<file path="src/rtl/mac_pkg.sv">
// Shared types for the MAC result serializer: FSM states, frame layout and widths.
// The CHK state exists only when MAC_SER_CHECKSUM_EN is defined.
package mac_pkg;

    localparam int TAG_W  = 4;
    localparam int DROP_W = 8;

    typedef enum logic [2:0] {
        ST_IDLE,
        ST_BYTE0,
        ST_BYTE1,
`ifdef MAC_SER_CHECKSUM_EN
        ST_BYTE2,
        ST_CHK
`else
        ST_BYTE2
`endif
    } state_t;

    typedef struct packed {
        logic [15:0]      result;
        logic             overflow;
        logic [TAG_W-1:0] tag;
    } frame_t;

    localparam int FRAME_W = $bits(frame_t);

`ifdef MAC_SER_CHECKSUM_EN
    localparam state_t LAST_ST = ST_CHK;
`else
    localparam state_t LAST_ST = ST_BYTE2;
`endif

    function automatic logic [7:0] status_byte(frame_t f);
        return {f.overflow, 3'b000, f.tag};
    endfunction

endpackage

</file>
<file path="src/rtl/mac_frame_fifo.sv">
// Synchronous frame FIFO with registered full/empty flags. Besides the head it exposes
// the frame that becomes head after a pop, so the serializer can chain frames without a bubble.
module mac_frame_fifo
    import mac_pkg::*;
#(
    parameter int DEPTH = 4
) (
    input  logic               clk,
    input  logic               rst_n,
    input  logic               push,
    input  logic [FRAME_W-1:0] push_data,
    input  logic               pop,
    output logic [FRAME_W-1:0] head,
    output logic [FRAME_W-1:0] next_head,
    output logic               next_valid,
    output logic               full,
    output logic               empty
);

    localparam int AW = $clog2(DEPTH);

    logic [FRAME_W-1:0] mem [DEPTH];
    logic [AW-1:0]      rd_ptr_reg;
    logic [AW-1:0]      wr_ptr_reg;
    logic [AW:0]        count_reg;
    logic [AW:0]        count_next;
    logic               full_reg;
    logic               empty_reg;
    logic               wr_en;
    logic               rd_en;

    // A push into a full FIFO is still accepted when a pop frees the slot in the same cycle.
    assign wr_en = push && (!full_reg || pop);
    assign rd_en = pop && !empty_reg;

    always_comb begin
        count_next = count_reg;
        if (wr_en && !rd_en)
            count_next = count_reg + 1'b1;
        else if (!wr_en && rd_en)
            count_next = count_reg - 1'b1;
    end

    always_ff @(posedge clk) begin
        if (wr_en)
            mem[wr_ptr_reg] <= push_data;
    end

    always_ff @(posedge clk or negedge rst_n) begin
        if (!rst_n) begin
            rd_ptr_reg <= '0;
            wr_ptr_reg <= '0;
            count_reg  <= '0;
            full_reg   <= 1'b0;
            empty_reg  <= 1'b1;
        end else begin
            if (wr_en)
                wr_ptr_reg <= wr_ptr_reg + 1'b1;
            if (rd_en)
                rd_ptr_reg <= rd_ptr_reg + 1'b1;
            count_reg <= count_next;
            full_reg  <= (count_next == (AW+1)'(DEPTH));
            empty_reg <= (count_next == '0);
        end
    end

    assign head       = mem[rd_ptr_reg];
    // With a single stored frame, the successor can only be the one being pushed now.
    assign next_head  = (count_reg > (AW+1)'(1)) ? mem[rd_ptr_reg + 1'b1] : push_data;
    assign next_valid = (count_reg > (AW+1)'(1)) || wr_en;
    assign full       = full_reg;
    assign empty      = empty_reg;

endmodule

</file>
<file path="src/rtl/mac_result_serializer.sv">
// Buffers tagged MAC results and sends each as a byte frame over a valid/ready stream.
// Define MAC_SER_CHECKSUM_EN to append an XOR checksum byte (4-byte frames).
module mac_result_serializer
    import mac_pkg::*;
#(
    parameter int DEPTH = 4
) (
    input  logic        clk,
    input  logic        rst_n,
    input  logic        cap_strobe,
    input  logic [15:0] cap_result,
    input  logic        cap_overflow,
    output logic [7:0]  tx_data,
    output logic        tx_valid,
    input  logic        tx_ready,
    output logic        tx_last,
    output logic        fifo_full,
    output logic [7:0]  drop_cnt
);

    state_t            state_reg;
    logic [TAG_W-1:0]  tag_reg;
    logic [DROP_W-1:0] drop_reg;
    logic [7:0]        tx_data_reg;
    logic              tx_valid_reg;
    logic              tx_last_reg;

    frame_t push_frame;
    frame_t head;
    frame_t next_head;
    logic   next_valid;
    logic   full;
    logic   empty;
    logic   last_hs;
    logic   accept;
    logic   drop;

    assign push_frame = '{result: cap_result, overflow: cap_overflow, tag: tag_reg};
    // tx_valid is high in every non-idle state, so the last-state handshake only needs tx_ready.
    assign last_hs    = (state_reg == LAST_ST) && tx_ready;
    assign accept     = cap_strobe && (!full || last_hs);
    assign drop       = cap_strobe && full && !last_hs;

    mac_frame_fifo #(.DEPTH(DEPTH)) u_fifo (
        .clk        (clk),
        .rst_n      (rst_n),
        .push       (cap_strobe),
        .push_data  (push_frame),
        .pop        (last_hs),
        .head       (head),
        .next_head  (next_head),
        .next_valid (next_valid),
        .full       (full),
        .empty      (empty)
    );

    always_ff @(posedge clk or negedge rst_n) begin
        if (!rst_n) begin
            tag_reg  <= '0;
            drop_reg <= '0;
        end else begin
            if (accept)
                tag_reg <= tag_reg + 1'b1;
            if (drop && drop_reg != '1)
                drop_reg <= drop_reg + 1'b1;
        end
    end

    always_ff @(posedge clk or negedge rst_n) begin
        if (!rst_n) begin
            state_reg    <= ST_IDLE;
            tx_data_reg  <= '0;
            tx_valid_reg <= 1'b0;
            tx_last_reg  <= 1'b0;
        end else begin
            case (state_reg)
                ST_IDLE: if (!empty) begin
                    state_reg    <= ST_BYTE0;
                    tx_data_reg  <= head.result[7:0];
                    tx_valid_reg <= 1'b1;
                    tx_last_reg  <= 1'b0;
                end
                ST_BYTE0: if (tx_ready) begin
                    state_reg   <= ST_BYTE1;
                    tx_data_reg <= head.result[15:8];
                end
                ST_BYTE1: if (tx_ready) begin
                    state_reg   <= ST_BYTE2;
                    tx_data_reg <= status_byte(head);
                    tx_last_reg <= (LAST_ST == ST_BYTE2);
                end
`ifdef MAC_SER_CHECKSUM_EN
                ST_BYTE2: if (tx_ready) begin
                    state_reg   <= ST_CHK;
                    tx_data_reg <= head.result[7:0] ^ head.result[15:8] ^ status_byte(head);
                    tx_last_reg <= 1'b1;
                end
                ST_CHK: if (tx_ready) begin
`else
                ST_BYTE2: if (tx_ready) begin
`endif
                    if (next_valid) begin
                        state_reg   <= ST_BYTE0;
                        tx_data_reg <= next_head.result[7:0];
                        tx_last_reg <= 1'b0;
                    end else begin
                        state_reg    <= ST_IDLE;
                        tx_valid_reg <= 1'b0;
                        tx_last_reg  <= 1'b0;
                    end
                end
                default: begin
                    state_reg    <= ST_IDLE;
                    tx_valid_reg <= 1'b0;
                    tx_last_reg  <= 1'b0;
                end
            endcase
        end
    end

    assign tx_data   = tx_data_reg;
    assign tx_valid  = tx_valid_reg;
    assign tx_last   = tx_last_reg;
    assign fifo_full = full;
    assign drop_cnt  = drop_reg;

endmodule
</file>
<file path="config.mk">
export PLATFORM = sky130hd
export DESIGN_NAME = mac_result_serializer
export DESIGN_NICKNAME = d
export VERILOG_FILES = /design/src/rtl/mac_pkg.sv /design/src/rtl/mac_frame_fifo.sv /design/src/rtl/mac_result_serializer.sv
export SDC_FILE = /design/constraint.sdc
export NUM_CORES = 1
export LEC_CHECK = 0
export BUFFER_PORTS_ARGS = -buffer_cell sky130_fd_sc_hd__buf_2
export CAP_MARGIN = 5
export CORE_MARGIN = 2
export CORE_UTILIZATION = 55
export CTS_CLUSTER_DIAMETER = 150
export CTS_CLUSTER_SIZE = 12
export DETAILED_ROUTE_END_ITERATION = 6
export GPL_TIMING_DRIVEN = 0
export PLACE_DENSITY = 0.72
export SLEW_MARGIN = 10
export SYNTH_ARGS = -nofsm -noshare
export SYNTH_HDL_FRONTEND = slang
export SYNTH_HIERARCHICAL = 1
export SYNTH_SLANG_ARGS = --single-unit
</file>
<file path="constraint.sdc">
create_clock -name clk -period 2.7 [get_ports clk]
set_input_delay 0.135 -clock clk [delete_from_list [all_inputs] [get_ports clk]]
set_output_delay 0.135 -clock clk [all_outputs]
set_load 0.02 [all_outputs]
</file>
Word level (Yosys, flattened, before mapping)
Memories as Yosys holds them, arrays and structs flattened.
Index checks and enable logic that the tools add are counted.
W data, S select, Z words.
- memory bits (writable): 84
- output and inout bits: 19
- bits of input ports: 21
- logic and storage cells: 80
- memories: 1
- register bits: 34
- multiplexer cells: 25
- add/subtract/negate cells: 6
- order comparisons: 1
- reductions and logical operators: 23
- equal/unequal tests: 11
- bitwise logic cells: 2
- memory list (name ; words ; bits a word ; rd ports ; clocked after memory_dff ; wr ports ; RTL line ; text):
    u_fifo.mem ; 4 ; 21 ; 2 ; 0 ; 1 ; mac_frame_fifo.sv:22 ; logic [FRAME_W-1:0] mem [DEPTH];
- operators with widths (cell ; number):
    $mux W8 ; 5
    $pmux W8 S4 ; 1
    $mux W3 ; 6
    $mux W13 ; 1
    $ne A2 B2 Y1 const B ; 6
    $pmux W3 S4 ; 1
    $reduce_and A4 Y1 ; 3
    $mux W1 ; 9
    $add A8 B1 Y8 const B ; 1
    $logic_and A1 B1 Y1 ; 8
    $ne A8 B8 Y1 const B ; 1
    $eq A3 B2 Y1 const B ; 2
    $logic_not A3 Y1 ; 2
    $reduce_and A6 Y1 ; 1
    $logic_not A1 Y1 ; 5
    $add A2 B1 Y2 const B ; 2
    $add A4 B1 Y4 const B ; 1
    $pmux W1 S4 ; 1
    $reduce_bool A4 Y1 ; 1
    $add A3 B1 Y3 const B ; 1
    $eq A3 B1 Y1 const B ; 1
    $eq A3 B3 Y1 const B ; 1
    $gt A3 B1 Y1 const B ; 1
    $pmux W1 S3 ; 1
    4 further kinds ; 6

Logic depth before layout (Yosys ltp)
- word-level depth: 9
- mapped depth: 11
- depth with buffers taken out: 10

By module
The synthesis kept the hierarchy.
- modules (own cells, without submodules) (module ; instances ; area each (um2) ; cells an instance ; seq. area each (um2)):
    mac_frame_fifo ; 1 ; 4440.5 ; 211 ; 2748.9
    mac_result_serializer ; 1 ; 1415.1 ; 135 ; 600.6

Worst setup path after synthesis
OpenSTA, ideal clock, no wires.
- path kind: reg-to-reg
- start point: reg state_reg[0]
- end point: reg tx_data_reg[0] (netlist: tx_data[0])
- clock period less this slack: 2.313 ns
- arrival time: 2.189 ns
- required time: 2.575 ns
- setup time: 0.125 ns
- stages on the path, launching flop included: 11
- buffers on the path: 1
- path slack: 0.387 ns
- cell sequence: dfrtp_1 ha_1 buf_4 nand2_1 inv_1 inv_1 a21boi_1 nand2b_1 nor2b_1 nor3_4 mux2_2
- longest elaborated chain between the ends: 7
- elaborated cells between the ends (all ways): 16
- those cells by class: 8 x eq/ne; 1 x mux; 7 x reduce/logical
- RTL lines (element ; RTL line ; text):
    start: declaration ; mac_result_serializer.sv:21 ; state_t state_reg;
    start signal: assignment ; mac_result_serializer.sv:71 ; state_reg <= ST_IDLE;
    start signal: assignment ; mac_result_serializer.sv:78 ; state_reg <= ST_BYTE0;
    start signal: assignment ; mac_result_serializer.sv:84 ; state_reg <= ST_BYTE1;
    $eq A3 B2 Y1 ; mac_result_serializer.sv:40 ; assign last_hs = (state_reg == LAST_ST) && tx_ready;
    $logic_and A1 B1 Y1 ; mac_result_serializer.sv:40 ;
    named net last_hs ; mac_result_serializer.sv:34 ; logic last_hs;
    $logic_or A1 B1 Y1 ; mac_frame_fifo.sv:33 ; assign wr_en = push && (!full_reg || pop);
    $logic_and A1 B1 Y1 ; mac_frame_fifo.sv:33 ;
    $logic_or A1 B1 Y1 ; mac_frame_fifo.sv:70 ; assign next_valid = (count_reg > (AW+1)'(1)) || wr_en;
    named net next_valid ; mac_result_serializer.sv:31 ; logic next_valid;
    $ne A2 B2 Y1 (no source line) ; - ;
    $reduce_and A6 Y1 (no source line) ; - ;
    end signal: assignment ; mac_result_serializer.sv:79 ; tx_data_reg <= head.result[7:0];
    end signal: assignment ; mac_result_serializer.sv:85 ; tx_data_reg <= head.result[15:8];
    end signal: assignment ; mac_result_serializer.sv:89 ; tx_data_reg <= status_byte(head);
    end: declaration ; mac_result_serializer.sv:24 ; logic [7:0] tx_data_reg;
The timed path passes the listed nets, and every way through them passes these cells.
A chain may end at the register's enable or synchronous reset.

Final worst setup path
- start point: reg state_reg[0]
- end point: reg tx_data_reg[6] (netlist: tx_data[6])
The elaborated chain is that of the path after synthesis.

==> flow_metrics.py <==
metrics = {
    "min_path": {
        "min_to": "drop_cnt[5]",
        "min_from": "cap_strobe",
        "min_path_cells": 4,
        "hold_class": "in -> reg",
    },
    "power_and_ir_drop": {
        "leakage_nw": 2.50,
        "p_per_area_nw_per_um2": 1170,
        "ir_drop_mv": 0.596,
    },
    "sta": {
        "finalCritPeriodShare_pct": 92.2,
        "worst_slew_margin_rel_pct": 48.9,
        "final.min_clock_period_ns": 2.49,
        "skew_ns": 0.00710,
        "finalWorstSetupSlack_ns": 0.210,
        "max_freq_mhz": 402,
        "tightestPinTransition_ns": 0.766,
        "hold_violations": 0,
        "finalSetupViolations": 0,
        "final_max_slew_viol_count": 0,
    },
    "global_routing": {
        "grtUsageTotal_pct": 21.9,
        "gr-total-overflow": 0,
        "grt_pass1_wl_mm": 16.4,
        "antenna_found_initial": 0,
        "grt_start_max_net_pins": 34,
        "grt_pass1_vias": 3134,
    },
    "synth": {
        "avgSynthCellArea_um2": 16.8,
        "syn_inst": 320,
        "syn_area_um2": 5390,
        "synth_warnings": 6,
        "synth_nets": 355,
    },
    "critical_path": {
        "startpoint_type": "flop",
        "r2r_end": "tx_data[6]",
        "path_delay_family": "buffers and inverters",
        "rr_startpoint": "state_reg[0]",
        "crit_required_ns": 3.09,
        "cp-end-kind": "flop",
        "crit_chain": "ha_1 -> buf_4 -> nand2_1 -> inv_1 -> inv_1 -> a21boi_2 -> nand2b_1 -> nor2b_1 -> nor3_4 -> buf_4 -> mux2_2",
        "cp_slowest_cell": "dfrtp_1",
        "cp.arrival_ns": 2.88,
        "cpPeakStageDelay_ns": 0.39,
        "crit_type": "reg -> reg",
        "worst-r2r-setup-slack_ns": 0.21,
        "crit_buf_inv": 4,
        "r2r_cells": 11,
        "crit_fanout": 8,
    },
    "clock_network": {
        "cts_buffer_depth": 2,
        "path_clk_slew_ns": 0.06,
        "numCtsBuffers": 17,
        "root_buffer": "clkbuf_8",
        "clkLatencyLatePin_ns": 0.51,
        "htree_levels": 4,
        "clock-sinks": 117,
        "tritoncts": "built",
    },
    "final_layout": {
        "largest_reg_flops": 84,
        "final_area_um2": 6500,
        "layout_common_cells": "edfxtp_1, buf_2, dfrtp_1",
        "layout-drive-gt1-share_pct": 34.7,
        "antenna_cells": 0,
        "nets": 434,
        "stdcell_count": 545,
        "mostFrequentLayoutCell": "edfxtp_1",
        "syn_to_final_growth_pct": 20.6,
    },
    "floorplan": {
        "core-area_um2": 9640,
        "ios": 40,
        "die-area_um2": 10600,
        "die_x_um": 103,
        "start_util_pct": 55.9,
        "die_y_um": 103,
        "rows": 36,
    },
    "run_status": {
        "status": "finished, final reports clean",
    },
    "detailed_routing": {
        "route.vias.total": 3040,
        "drt-initial-drc-count": 153,
        "routed_wl_mm": 10.3,
        "avgRoutedWirePerCell_um": 18.9,
        "firstDrtPassIters": 4,
        "post-route-drc-count": 0,
        "routed_via_density": 5.58,
        "ant_nets": 0,
    },
    "job": {
        "drv_cap": 0,
    },
    "placement": {
        "hpwl_mm": 6.60,
        "dp_cells": 492,
        "pre_cts_ws_ns": -0.331,
        "place.gp.congestion": 0.790,
        "placed_area_um2": 5750,
        "port_buffers": 39,
    },
}
power by group:
group	total (W)	switching (W)	internal (W)
logic	0.00287	0.00144	0.00143
registers	0.00274	0.000264	0.00247
clock network	0.00201	0.000726	0.00128
total	0.00762	0.00243	0.00518
metrics by stage:
stage                     hold slack (ns)  total power [W]  utilization, %  setup TNS [ns]
after floorplan                    -0.161          0.00486               -               0
after global placement              0.246          0.00553            59.6          -22.14
after detailed placement            0.250          0.00559            59.6          -26.66
after CTS                          0.0718          0.00763            67.3               0
after global routing                0.115          0.00805            67.4         -0.0555
final                               0.103          0.00762            67.4               0
layer usage:
| layer | routed length [um] | vias up | part of all wire, % | track usage, % |
|---|---|---|---|---|
| li1 | - | 1413 | - | - |
| met3 | 479 | 11 | 4.7 | 7.05 |
| met2 | 5170 | 73 | 50 | 35.3 |
| met4 | 121 | 0 | 1.2 | 7.39 |
| met5 | 0 | - | 0 | 0 |
| met1 | 4500 | 1543 | 44 | 28.5 |
how the worst max path moves through the flow:
stage / to / slack (ns) / start / cells after the start
after floorplan: tx_data[0] / 0.39 / state_reg[0] / 10
after global placement: u_fifo/mem[2][13] / -0.27 / state_reg[1] / 7
after detailed placement: u_fifo/mem[3][13] / -0.33 / state_reg[0] / 7
after global routing: tx_data[2] / -0.02 / state_reg[0] / 11
after CTS: tx_data[6] / 0.03 / state_reg[0] / 10
final: tx_data[6] / 0.21 / state_reg[0] / 11
worst reg2reg max path: stages, from the launching register on:
cell	delay, ns
dfrtp_1	0.39
ha_1	0.16
buf_4	0.16
nand2_1	0.11
inv_1	0.16
inv_1	0.11
a21boi_2	0.33
nand2b_1	0.22
nor2b_1	0.09
nor3_4	0.13
buf_4	0.18
mux2_2	0.34
cell type report:
class | count | area [um2]
well taps | 133 | 166
plain buffers | 19 | 158
clock buffers | 18 | 418
inverters | 9 | 33.8
fillers | 684 | 3140
multi-input cells | 175 | 1850
repair buffers | 60 | 400
clock inverters | 14 | 118
flip-flops and latches | 117 | 3350
repair_timing:
item	CTS	global route
endpoints found under the setup margin	92	8
gates cloned	0	0
pin swaps	0	1
hold buffers	19	0
buffers inserted	0	2
hold endpoints to repair	101	0
resized for setup	5	0
No activity file was read; power rests on OpenSTA's default activity.
